===== src/rtl/pic_pkg.sv =====
// pic_pkg: shared types and constants for the 8259 interrupt-acknowledge sequencer.
package pic_pkg;
    typedef enum logic [2:0] {IDLE, P1_LOW, GAP, P2_LOW, VEC_HOLD, EOI_WR, EOI_REC} state_t;
    localparam logic [7:0] EOI_NONSPEC = 8'h20;
    localparam logic       OCW2_A0     = 1'b0;
endpackage


===== src/rtl/sync_2ff.sv =====
// sync_2ff: two-flop synchroniser for a single asynchronous bit.
module sync_2ff (
    input  logic clk,
    input  logic rst_n,
    input  logic d,
    output logic q
);
    logic meta;
    always_ff @(posedge clk or negedge rst_n)
        if (!rst_n) {q, meta} <= 2'b00;
        else        {q, meta} <= {meta, d};
endmodule


===== src/rtl/inta_sequencer.sv =====
// inta_sequencer: drives the 8259 two-pulse INTA handshake, captures the vector and issues EOI writes.
module inta_sequencer
    import pic_pkg::*;
#(
    parameter int         INTA_LOW_CYC = 2,
    parameter int         INTA_GAP_CYC = 2,
    parameter int         WR_LOW_CYC   = 2,
    parameter logic [7:0] EOI_DATA     = EOI_NONSPEC
) (
    input  logic       clk,
    input  logic       rst_n,
    input  logic       INT,
    input  logic       int_enable,
    output logic       INTA,
    input  logic [7:0] data_in,
    output logic       WR,
    output logic       A0,
    output logic [7:0] data_out,
    output logic       data_oe,
    output logic [7:0] vec,
    output logic       vec_valid,
    input  logic       vec_ready,
    output logic       spurious,
    input  logic       eoi_req,
    output logic       busy
);
    localparam int MAX_A   = INTA_LOW_CYC > INTA_GAP_CYC ? INTA_LOW_CYC : INTA_GAP_CYC;
    localparam int MAX_CYC = MAX_A > WR_LOW_CYC ? MAX_A : WR_LOW_CYC;
    localparam int CW      = $clog2(MAX_CYC + 1);

    state_t          state, nxt;
    logic [CW-1:0]   cnt, cnt_n, lim;
    logic            int_sync, eoi_pend, pend_n, last, capture, drive, vv_n;

    sync_2ff u_sync (.clk(clk), .rst_n(rst_n), .d(INT), .q(int_sync));

    always_comb begin
        lim = state inside {P1_LOW, P2_LOW} ? CW'(INTA_LOW_CYC - 1) :
              state == GAP                  ? CW'(INTA_GAP_CYC - 1) : CW'(WR_LOW_CYC - 1);
        last = cnt == lim;
        nxt = state;
        case (state)
            IDLE:     nxt = (eoi_pend || eoi_req)              ? EOI_WR :
                            (int_sync && int_enable && !vec_valid) ? P1_LOW : IDLE;
            P1_LOW:   nxt = last ? GAP : P1_LOW;
            GAP:      nxt = last ? P2_LOW : GAP;
            P2_LOW:   nxt = last ? VEC_HOLD : P2_LOW;
            VEC_HOLD: nxt = (vec_valid && vec_ready) ? IDLE : VEC_HOLD;
            EOI_WR:   nxt = last ? EOI_REC : EOI_WR;
            EOI_REC:  nxt = IDLE;
            default:  nxt = IDLE;
        endcase
        cnt_n   = (nxt != state || state inside {IDLE, VEC_HOLD}) ? '0 : cnt + 1'b1;
        // A request that lands in a busy state is parked until the FSM returns to IDLE.
        pend_n  = (nxt == EOI_WR && state != EOI_WR) ? 1'b0 : eoi_pend | (eoi_req && state != IDLE);
        capture = state == P2_LOW && last;
        vv_n    = capture ? 1'b1 : (state == VEC_HOLD && vec_ready) ? 1'b0 : vec_valid;
        drive   = nxt inside {EOI_WR, EOI_REC};
    end

    // Outputs are registered from the next state so INTA/WR change cleanly on the clock.
    always_ff @(posedge clk or negedge rst_n) begin
        if (!rst_n) begin
            state     <= IDLE;
            cnt       <= '0;
            eoi_pend  <= 1'b0;
            INTA      <= 1'b1;
            WR        <= 1'b1;
            A0        <= 1'b1;
            data_out  <= 8'h00;
            data_oe   <= 1'b0;
            vec       <= 8'h00;
            vec_valid <= 1'b0;
            spurious  <= 1'b0;
            busy      <= 1'b0;
        end else begin
            state     <= nxt;
            cnt       <= cnt_n;
            eoi_pend  <= pend_n;
            INTA      <= !(nxt inside {P1_LOW, P2_LOW});
            WR        <= nxt != EOI_WR;
            A0        <= drive ? OCW2_A0 : 1'b1;
            data_out  <= drive ? EOI_DATA : 8'h00;
            data_oe   <= drive;
            if (capture) vec <= data_in;
            vec_valid <= vv_n;
            spurious  <= capture && !int_sync;
            busy      <= nxt != IDLE;
        end
    end
endmodule

===== config.mk =====
export PLATFORM = sky130hd
export DESIGN_NAME = inta_sequencer
export DESIGN_NICKNAME = d
export VERILOG_FILES = /design/src/rtl/pic_pkg.sv /design/src/rtl/sync_2ff.sv /design/src/rtl/inta_sequencer.sv
export SDC_FILE = /design/constraint.sdc
export NUM_CORES = 1
export LEC_CHECK = 0
export BUFFER_PORTS_ARGS = -buffer_cell sky130_fd_sc_hd__clkbuf_2
export CAP_MARGIN = 15
export CORE_ASPECT_RATIO = 0.7
export CORE_UTILIZATION = 40
export DETAILED_ROUTE_END_ITERATION = 8
export PLACE_DENSITY = 0.73
export SLEW_MARGIN = 10
export SYNTH_ARGS = -nofsm -noshare
export SYNTH_HDL_FRONTEND = slang
export SYNTH_SLANG_ARGS = --single-unit

===== constraint.sdc =====
create_clock -name clk -period 4.4 [get_ports clk]
set_input_delay 0.44 -clock clk [delete_from_list [all_inputs] [get_ports clk]]
set_output_delay 0.44 -clock clk [all_outputs]
set_load 0.05 [all_outputs]

Yosys cells after proc, flatten, opt, wreduce, memory -nomap -nowiden
Cells that the tools add are included.

operators by class
  add/sub/neg operators = 1
  equal/unequal tests = 13
  muxes and demuxes = 14
  bitwise logic cells = 1
  reductions and logical operators = 20

operators with widths
  cell                                            number
  case mux 3 bit (6 select lines)                 1
  == test 3 bit (second input constant)           4
  == test 3 x 2 -> 1 bit (second input constant)  3
  two-way mux 3 bit                               3
  logical AND 1 bit                               8
  nonzero test 2 bit                              4
  == test 3 x 1 -> 1 bit (second input constant)  2
  two-way mux 1 bit                               6
  two-way mux 2 bit                               3
  two-way mux 6 bit                               1
  != test 3 bit (second input constant)           2
  nonzero test 3 bit                              2
  logical NOT 1 bit                               3
  logical NOT 3 bit                               1
  != test 3 bit                                   1
  adder 2 x 1 -> 2 bit (second input constant)    1
  == test 2 x 1 -> 1 bit (second input constant)  1
  logical OR 1 bit                                2
  bitwise OR 1 bit                                1

storage, ports and cells
  register bits after elaboration = 29
  input bits = 14
  output and inout bits = 23
  logic and storage cells = 63

Depth between registers and ports, before layout
Gate-level depths: netlist of run 1.

  depth in word-level cells = 8
  mapped depth = 7
  gate-level depth less buffers = 6

By module
From an unflattened synthesis of run 1, not the netlist that was laid out.

unflattened totals
  cell total of the unflattened synthesis = 92
  area total of the unflattened synthesis = 1,067.3 um^2

by module, submodules not included
  module          times used  cells each  area each (um^2)  sequential area each (um^2)
  inta_sequencer  1           90          1,017.2           529.3
  sync_2ff        1           2           50.0              50.0

Worst setup path before layout of run 1
No wires, ideal clock.

  path type = flip-flop to flip-flop
  from = reg cnt[0]
  to = reg vec[0]
  library setup time = 125 ps
  data arrival time = 1,377 ps
  required time = 4,275 ps
  slack = 2,898 ps
  cell stages (with the launch flop) = 6
  path buffers = 1
  clock period less this slack = 1,502 ps
  path through = dfrtp_1 > ha_1 > and3b_2 > nand2_1 > buf_2 > mux2_2

between the ends
  cells in the longest elaborated chain, start to end = 2

RTL lines
  element                 line                  text
  from (decl)             inta_sequencer.sv:32  logic [CW-1:0] cnt, cnt_n, lim;
  from (signal assigned)  inta_sequencer.sv:78  cnt <= cnt_n;
  == test 2 x 1 -> 1 bit  inta_sequencer.sv:40  last = cnt == lim;
  logical AND 1 bit       inta_sequencer.sv:56  capture = state == P2_LOW && last;
  to (signal assigned)    inta_sequencer.sv:85  if (capture) vec <= data_in;
  to (decl)               inta_sequencer.sv:20  output logic [7:0] vec,

No other way between the ends.
A chain may end at the register's enable or synchronous reset.

Worst setup path after layout of run 1
  from = reg cnt[0]
  to = reg busy

between the ends
  cells in the longest elaborated chain, start to end = 4
  elaborated cells between the ends (all ways) = 7
  those cells by class = eq/ne: 1; mux: 5; reduce/logical: 1

RTL lines
  element                                          line                                        text
  == test 2 x 1 -> 1 bit *                         inta_sequencer.sv:40
  two-way mux 2 bit, or another cell as far along  inta_sequencer.sv:45, inta_sequencer.sv:49
  case mux 3 bit (6 select lines) *                inta_sequencer.sv:42                        case (state)
  nonzero test 3 bit *                             inta_sequencer.sv:88                        busy <= nxt != IDLE;
  to (signal assigned)                             inta_sequencer.sv:75                        busy <= 1'b0;
  to (signal assigned)                             inta_sequencer.sv:88
  to (decl)                                        inta_sequencer.sv:25                        output logic busy

Mark *: on every way between the ends. The rest lies on a longest branch, timed or not.

==> results of run 1 <==
## report_power, final
part	internal (mW)	switching [mW]	total (mW)
logic	0.129	0.351	0.480
clock network	0.0354	0.0582	0.0936
registers	0.305	0.0595	0.364
total	0.469	0.469	0.938
## path summary, 6_finish.rpt
path	slack [ns]	from	end	cells past startpoint
max reg2reg	2.55	cnt[0]$_DFF_PN0_	busy$_DFF_PN0_	5
max	2.55	cnt[0]$_DFF_PN0_	busy$_DFF_PN0_	5
min reg2reg	0.36	u_sync.meta$_DFF_PN0_	u_sync.q$_DFF_PN0_	0
max in group asynchronous	3.93	rst_n	INTA$_DFF_PN1_	1
min in group clk	0.23	INT	u_sync.meta$_DFF_PN0_	1
min	0.1	rst_n	vec[0]$_DFFE_PN0P_	1
## metrics by stage
step	power [mW]	std cells	area, um2	setup slack, ns	hold slack (ns)
5_1_grt	1.00	141	1110	2.41	0.127
3_3_place_gp	0.832	137	1090	2.63	0.333
2_1_floorplan	0.751	86	971	2.90	0.144
3_5_place_dp	0.849	137	1090	2.56	0.340
6_report	0.938	141	1110	2.55	0.0990
4_1_cts	0.948	141	1110	2.52	0.104
## flip-flops by register name, indices dropped and copies added, names as in the netlist
| name | count |
|---|---|
| vec | 8 |
| state | 3 |
| cnt | 2 |
| A0 | 1 |
| INTA | 1 |
| WR | 1 |
| busy | 1 |
| data_out | 1 |
| eoi_pend | 1 |
| spurious | 1 |
| u_sync.meta | 1 |
| u_sync.q | 1 |
| vec_valid | 1 |
## cells by family after synthesis
| family | synth area share |
|---|---|
| compound gates | 0.0673 |
| flops | 0.611 |
| buf+inv | 0.0818 |
| mux | 0.0950 |
| simple gates | 0.128 |
| fa+ha+maj | 0.0132 |
| other cells | 0.00395 |
## final cells by class
cell class	instances	area, um2
tap	32	40.0
clock buffer	4	26.3
fill	206	1080
sequential	23	579
multi-input combinational	51	314
inverter	2	7.51
timing repair buffer	29	145
## placed cells by master, fill, tap and decap left out
| cell | n |
|---|---|
| clkbuf_2 | 29 |
| dfrtp_1 | 20 |
| nor2_1 | 8 |
| mux2_2 | 8 |
| conb_1 | 7 |
| nand2_1 | 6 |
| o21ai_0 | 5 |
| dfstp_2 | 3 |
| a21oi_1 | 3 |
| clkbuf_4 | 3 |
| nand3_1 | 2 |
| inv_1 | 2 |
| nor3_1 | 1 |
| nand4b_1 | 1 |
| a32oi_1 | 1 |
| nand2b_1 | 1 |
| and2b_2 | 1 |
| and2_1 | 1 |
| and3b_2 | 1 |
| o21a_1 | 1 |
| nand3b_1 | 1 |
| a21boi_0 | 1 |
| or3_1 | 1 |
| ha_1 | 1 |
| clkbuf_1 | 1 |
## critical path, stage by stage (launching register included)
cell and delay (ns):
dfrtp_1 0.40, ha_1 0.24, and3b_2 0.22, nand2_1 0.33, o21ai_0 0.19, or3_1 0.37
## metal layers
layer,share of wire,vias up,GRT usage
met5,0,-,0
met4,0.020,0,0.0558
met3,0.062,6,0.0793
met2,0.49,24,0.246
met1,0.43,316,0.172
li1,-,308,-
==> impl_metrics.yaml, run 1 <==
outcome:
  status: "completed"
synthesis:
  synth_area_leaders: "dfrtp_1 53%, mux2_2 9.5%, dfstp_2 8.3%, buf_4 6.3%, nor2_1 3.2%"
  yosys_most_used_dff: "dfrtp_1"
  synth_cell_types: 24
  ys_ff_latch: 23
  async_reset_ff_frac: 1.00
  syn_inst: 80
  synth_common_cells: "20 x dfrtp_1, 8 x buf_4, 8 x mux2_2, 8 x nor2_1, 6 x nand2_1"
  synth_edf_count: 0
  avgSynthCellArea_um2: 11.9
  ys_seq_area_frac: 0.611
  yosys_warnings: 0
  synth.most_common_cell: "dfrtp_1"
  mappedNetlistArea_um2: 948
  yosys.area.top_type: "dfrtp_1"
  yosysTopAreaCellShare: 0.528
routing:
  ant_nets: 0
  vias_per_cell: 4.64
  finalWirelength_mm: 1.67
  drtIter0Drc: 22
  drc: 0
  vias: 654
  wl_per_cell_um: 11.9
  firstDrtPassIters: 4
die:
  dieHeight_um: 42.7
  rows: 14
  die_x_um: 60.2
  initial_core_util: 0.433
  coreArea_um2: 2190
  die_area_um2: 2570
  io_pins: 37
worst_hold_path:
  hp-class: "input port to async pin"
placed_design:
  hpwlAfterDp_mm: 1.29
  gp_congestion: 0.800
  portBuffers: 29
clock_tree:
  numCtsBuffers: 3
  cts_sinks: 23
  htreeDepth: 1
  cts_hold_buf: 0
  cts_tree: "yes"
  clk_latency_ns: 0.30
  clk_path_buf_depth: 2
  cts_setup_buffers: 0
  cts.clk_slew.worst_paths_ns: 0.12
  cts-root-buf: "clkbuf_4"
  post_cts_resized: 0
grt:
  antenna_found_initial: 0
  grt_first_pass_wirelength_mm: 2.79
  grt_pass1_vias: 637
  grt_max_degree: 24
  grt_overflow: 0
  groute.usage.overall: 0.153
timing:
  worstMarginPinSlew_ns: 0.555
  relSlewSlack: 0.630
  setup_violations: 0
  setup-tns-final_ns: 0
  fin_crit_ns: 1.85
  min_period_over_period: 0.420
  rsz0062_at_grt: "no"
  drv_slew: 0
  fin_skew_ns: 0.00468
  hold_violations: 0
  max_freq_ghz: 0.541
power_and_ir_drop:
  p_leak_nw: 0.549
  power_per_cell_area_nw_per_um2: 843
  vdd_drop_max_mv: 0.306
layout:
  area_delta_synth_final_pct: 17.3
  antenna_cells: 0
  fin_util: 0.508
  final_layout_size_suffix_gt1_frac: 0.413
  nets: 125
flow_run:
  maxCapViolCount: 0
worst_setup_path:
  critPathLaunchType: "flip-flop"
  required_ns: 4.60
  crit_fanout: 11
  cp.arrival_ns: 2.04
  criticalPathCategory: "flip-flop to flip-flop"
  critPathCaptureType: "flip-flop"
(Power assumes the default switching activity.)
==> run 2, diff against run 1 <==
==> constraint.sdc (replaced) <==
create_clock -name clk -period 1.8 [get_ports clk]
set_input_delay 0.18 -clock clk [delete_from_list [all_inputs] [get_ports clk]]
set_output_delay 0.18 -clock clk [all_outputs]
set_load 0.05 [all_outputs]
==> run 2 against run 1 <==
  * First-iteration DRC count fell by 59%
  * Wire length fell by 1.3%
  * Final area rose by 2.5%
  * Critical path depth did not move
  * Global-route usage fell by 0.48 points
  * Final cell count rose by 2.1%
  * Combinational power rose by 140%
  * Critical endpoint is now vec[7]$_DFFE_PN0P_
  * Largest cell class unchanged
  * Highest routed layer unchanged
==> impl_metrics.yaml, run 2 (synthesized netlist as in run 1, its figures left out) <==
layout:
  fin_util: 0.521
  antenna_cells: 0
  final_cell_mix: "29 x clkbuf_2, 20 x dfrtp_1, 8 x nor2_1, 8 x mux2_2, 7 x conb_1"
  reg.largest.list: "vec: 8 flops, state: 3 flops, cnt: 2 flops"
  final_layout_size_suffix_gt1_frac: 0.411
  largest_reg_flops: 8
  fin_cells: 144
  max_flop_register: "vec"
  nets: 128
  area_delta_synth_final_pct: 20.2
  final_common_cell: "clkbuf_2"
timing:
  setup_violations: 0
  hold_violations: 0
  drv_slew: 0
  min_period_over_period: 0.893
  setup-tns-final_ns: 0
  fin_skew_ns: 0.00169
  worstMarginPinSlew_ns: 0.555
  fin_crit_ns: 1.61
  max_freq_ghz: 0.622
  relSlewSlack: 0.630
  rsz0062_at_grt: "no"
routing:
  ant_nets: 0
  firstDrtPassIters: 4
  drc: 0
  drtIter0Drc: 9
  vias: 646
  wl_per_cell_um: 11.5
  vias_per_cell: 4.49
  finalWirelength_mm: 1.65
worst_setup_path:
  reg2reg_slack_ns: 0.19
  ff2ff_path_depth: 5
  critPathLaunchType: "flip-flop"
  cp.arrival_ns: 1.80
  r2r-end: "vec[7]$_DFFE_PN0P_"
  cp-endpoint: "vec[7]$_DFFE_PN0P_"
  required_ns: 2.00
  reg2reg_from: "cnt[0]$_DFF_PN0_"
  critPathCaptureType: "flip-flop"
  crit_fanout: 10
  criticalPathCategory: "flip-flop to flip-flop"
  crit_start: "cnt[0]$_DFF_PN0_"
grt:
  groute.usage.overall: 0.149
  grt_max_degree: 24
  grt_overflow: 0
  antenna_found_initial: 0
  grt_first_pass_wirelength_mm: 2.64
  grt_pass1_vias: 587
flow_run:
  maxCapViolCount: 0
die:
  io_pins: 37
  die_area_um2: 2570
  coreArea_um2: 2190
  initial_core_util: 0.433
  die_x_um: 60.2
  rows: 14
  dieHeight_um: 42.7
clock_tree:
  numCtsBuffers: 3
  htreeDepth: 1
  cts_tree: "yes"
  cts.clk_slew.worst_paths_ns: 0.11
  cts-root-buf: "clkbuf_4"
  cts_sinks: 23
  clk_latency_ns: 0.30
  post_cts_resized: 0
  clk_path_buf_depth: 2
placed_design:
  placedCellCount: 138
  gp_congestion: 0.785
  portBuffers: 29
  hpwlAfterDp_mm: 1.27
worst_hold_path:
  worstHoldPathCells: 2
  hp-class: "input port to flip-flop"
power_and_ir_drop:
  power_per_cell_area_nw_per_um2: 2000
  p_leak_nw: 0.562
  vdd_drop_max_mv: 0.749
outcome:
  status: "completed"
==> run 2: how the worst min path moves through the flow <==
| stage | start | endpoint | slack (ns) |
|---|---|---|---|
| floorplan | rst_n | busy$_DFF_PN0_ | -0.12 |
| global route | data_in[2] | vec[2]$_DFFE_PN0P_ | 0.08 |
| detailed placement | rst_n | vec[2]$_DFFE_PN0P_ | 0.20 |
| CTS | data_in[1] | vec[1]$_DFFE_PN0P_ | 0.09 |
| global placement | rst_n | vec[2]$_DFFE_PN0P_ | 0.18 |
| finish | data_in[6] | vec[6]$_DFFE_PN0P_ | 0.10 |
==> run 2: worst max-delay path, stage by stage, from the launching register on <==
cell and delay [ns]:
dfrtp_1 0.41, ha_1 0.25, and3b_2 0.22, nand2_1 0.08
buf_4 0.19, mux2_2 0.35
==> run 2: final cells by class <==
class                      count  area (um2)
fill                         196        1050
sequential                    23         579
multi-input combinational     51         314
timing repair buffer          32         173
tap                           32        40.0
clock buffer                   4        26.3
inverter                       2        7.51
==> run 2: through the flow <==
step	worst slack (ns)	total power [mW]	hold slack, ns	cell area, um2
5_1_grt	0.106	2.43	0.0831	1140
3_5_place_dp	0.222	2.07	0.196	1090
6_report	0.193	2.28	0.101	1140
3_3_place_gp	0.288	2.04	0.178	1090
2_1_floorplan	0.298	1.83	-0.116	971
4_1_cts	0.190	2.30	0.0914	1140
==> run 2: where the power goes <==
group / switching (mW) / leakage, nW / internal (mW) / total (mW)
logic: 0.847 / 0.275 / 0.320 / 1.17
clock network: 0.141 / 0.0150 / 0.0865 / 0.227
registers: 0.145 / 0.272 / 0.745 / 0.890
==> run 2: metal layers <==
layer	routed length, um	GRT usage	up-vias
met5	0	0	-
met2	791	0.224	26
li1	-	-	318
met1	749	0.187	300
met3	89	0.0640	2
met4	18	0.0558	0
==> run 2: what timing repair did <==
item / CTS / global route
endpoints found under the hold margin: 21 / 0
hold buffers: 2 / 0
endpoints found under the setup margin: 0 / 0
buffers inserted: 0 / 0
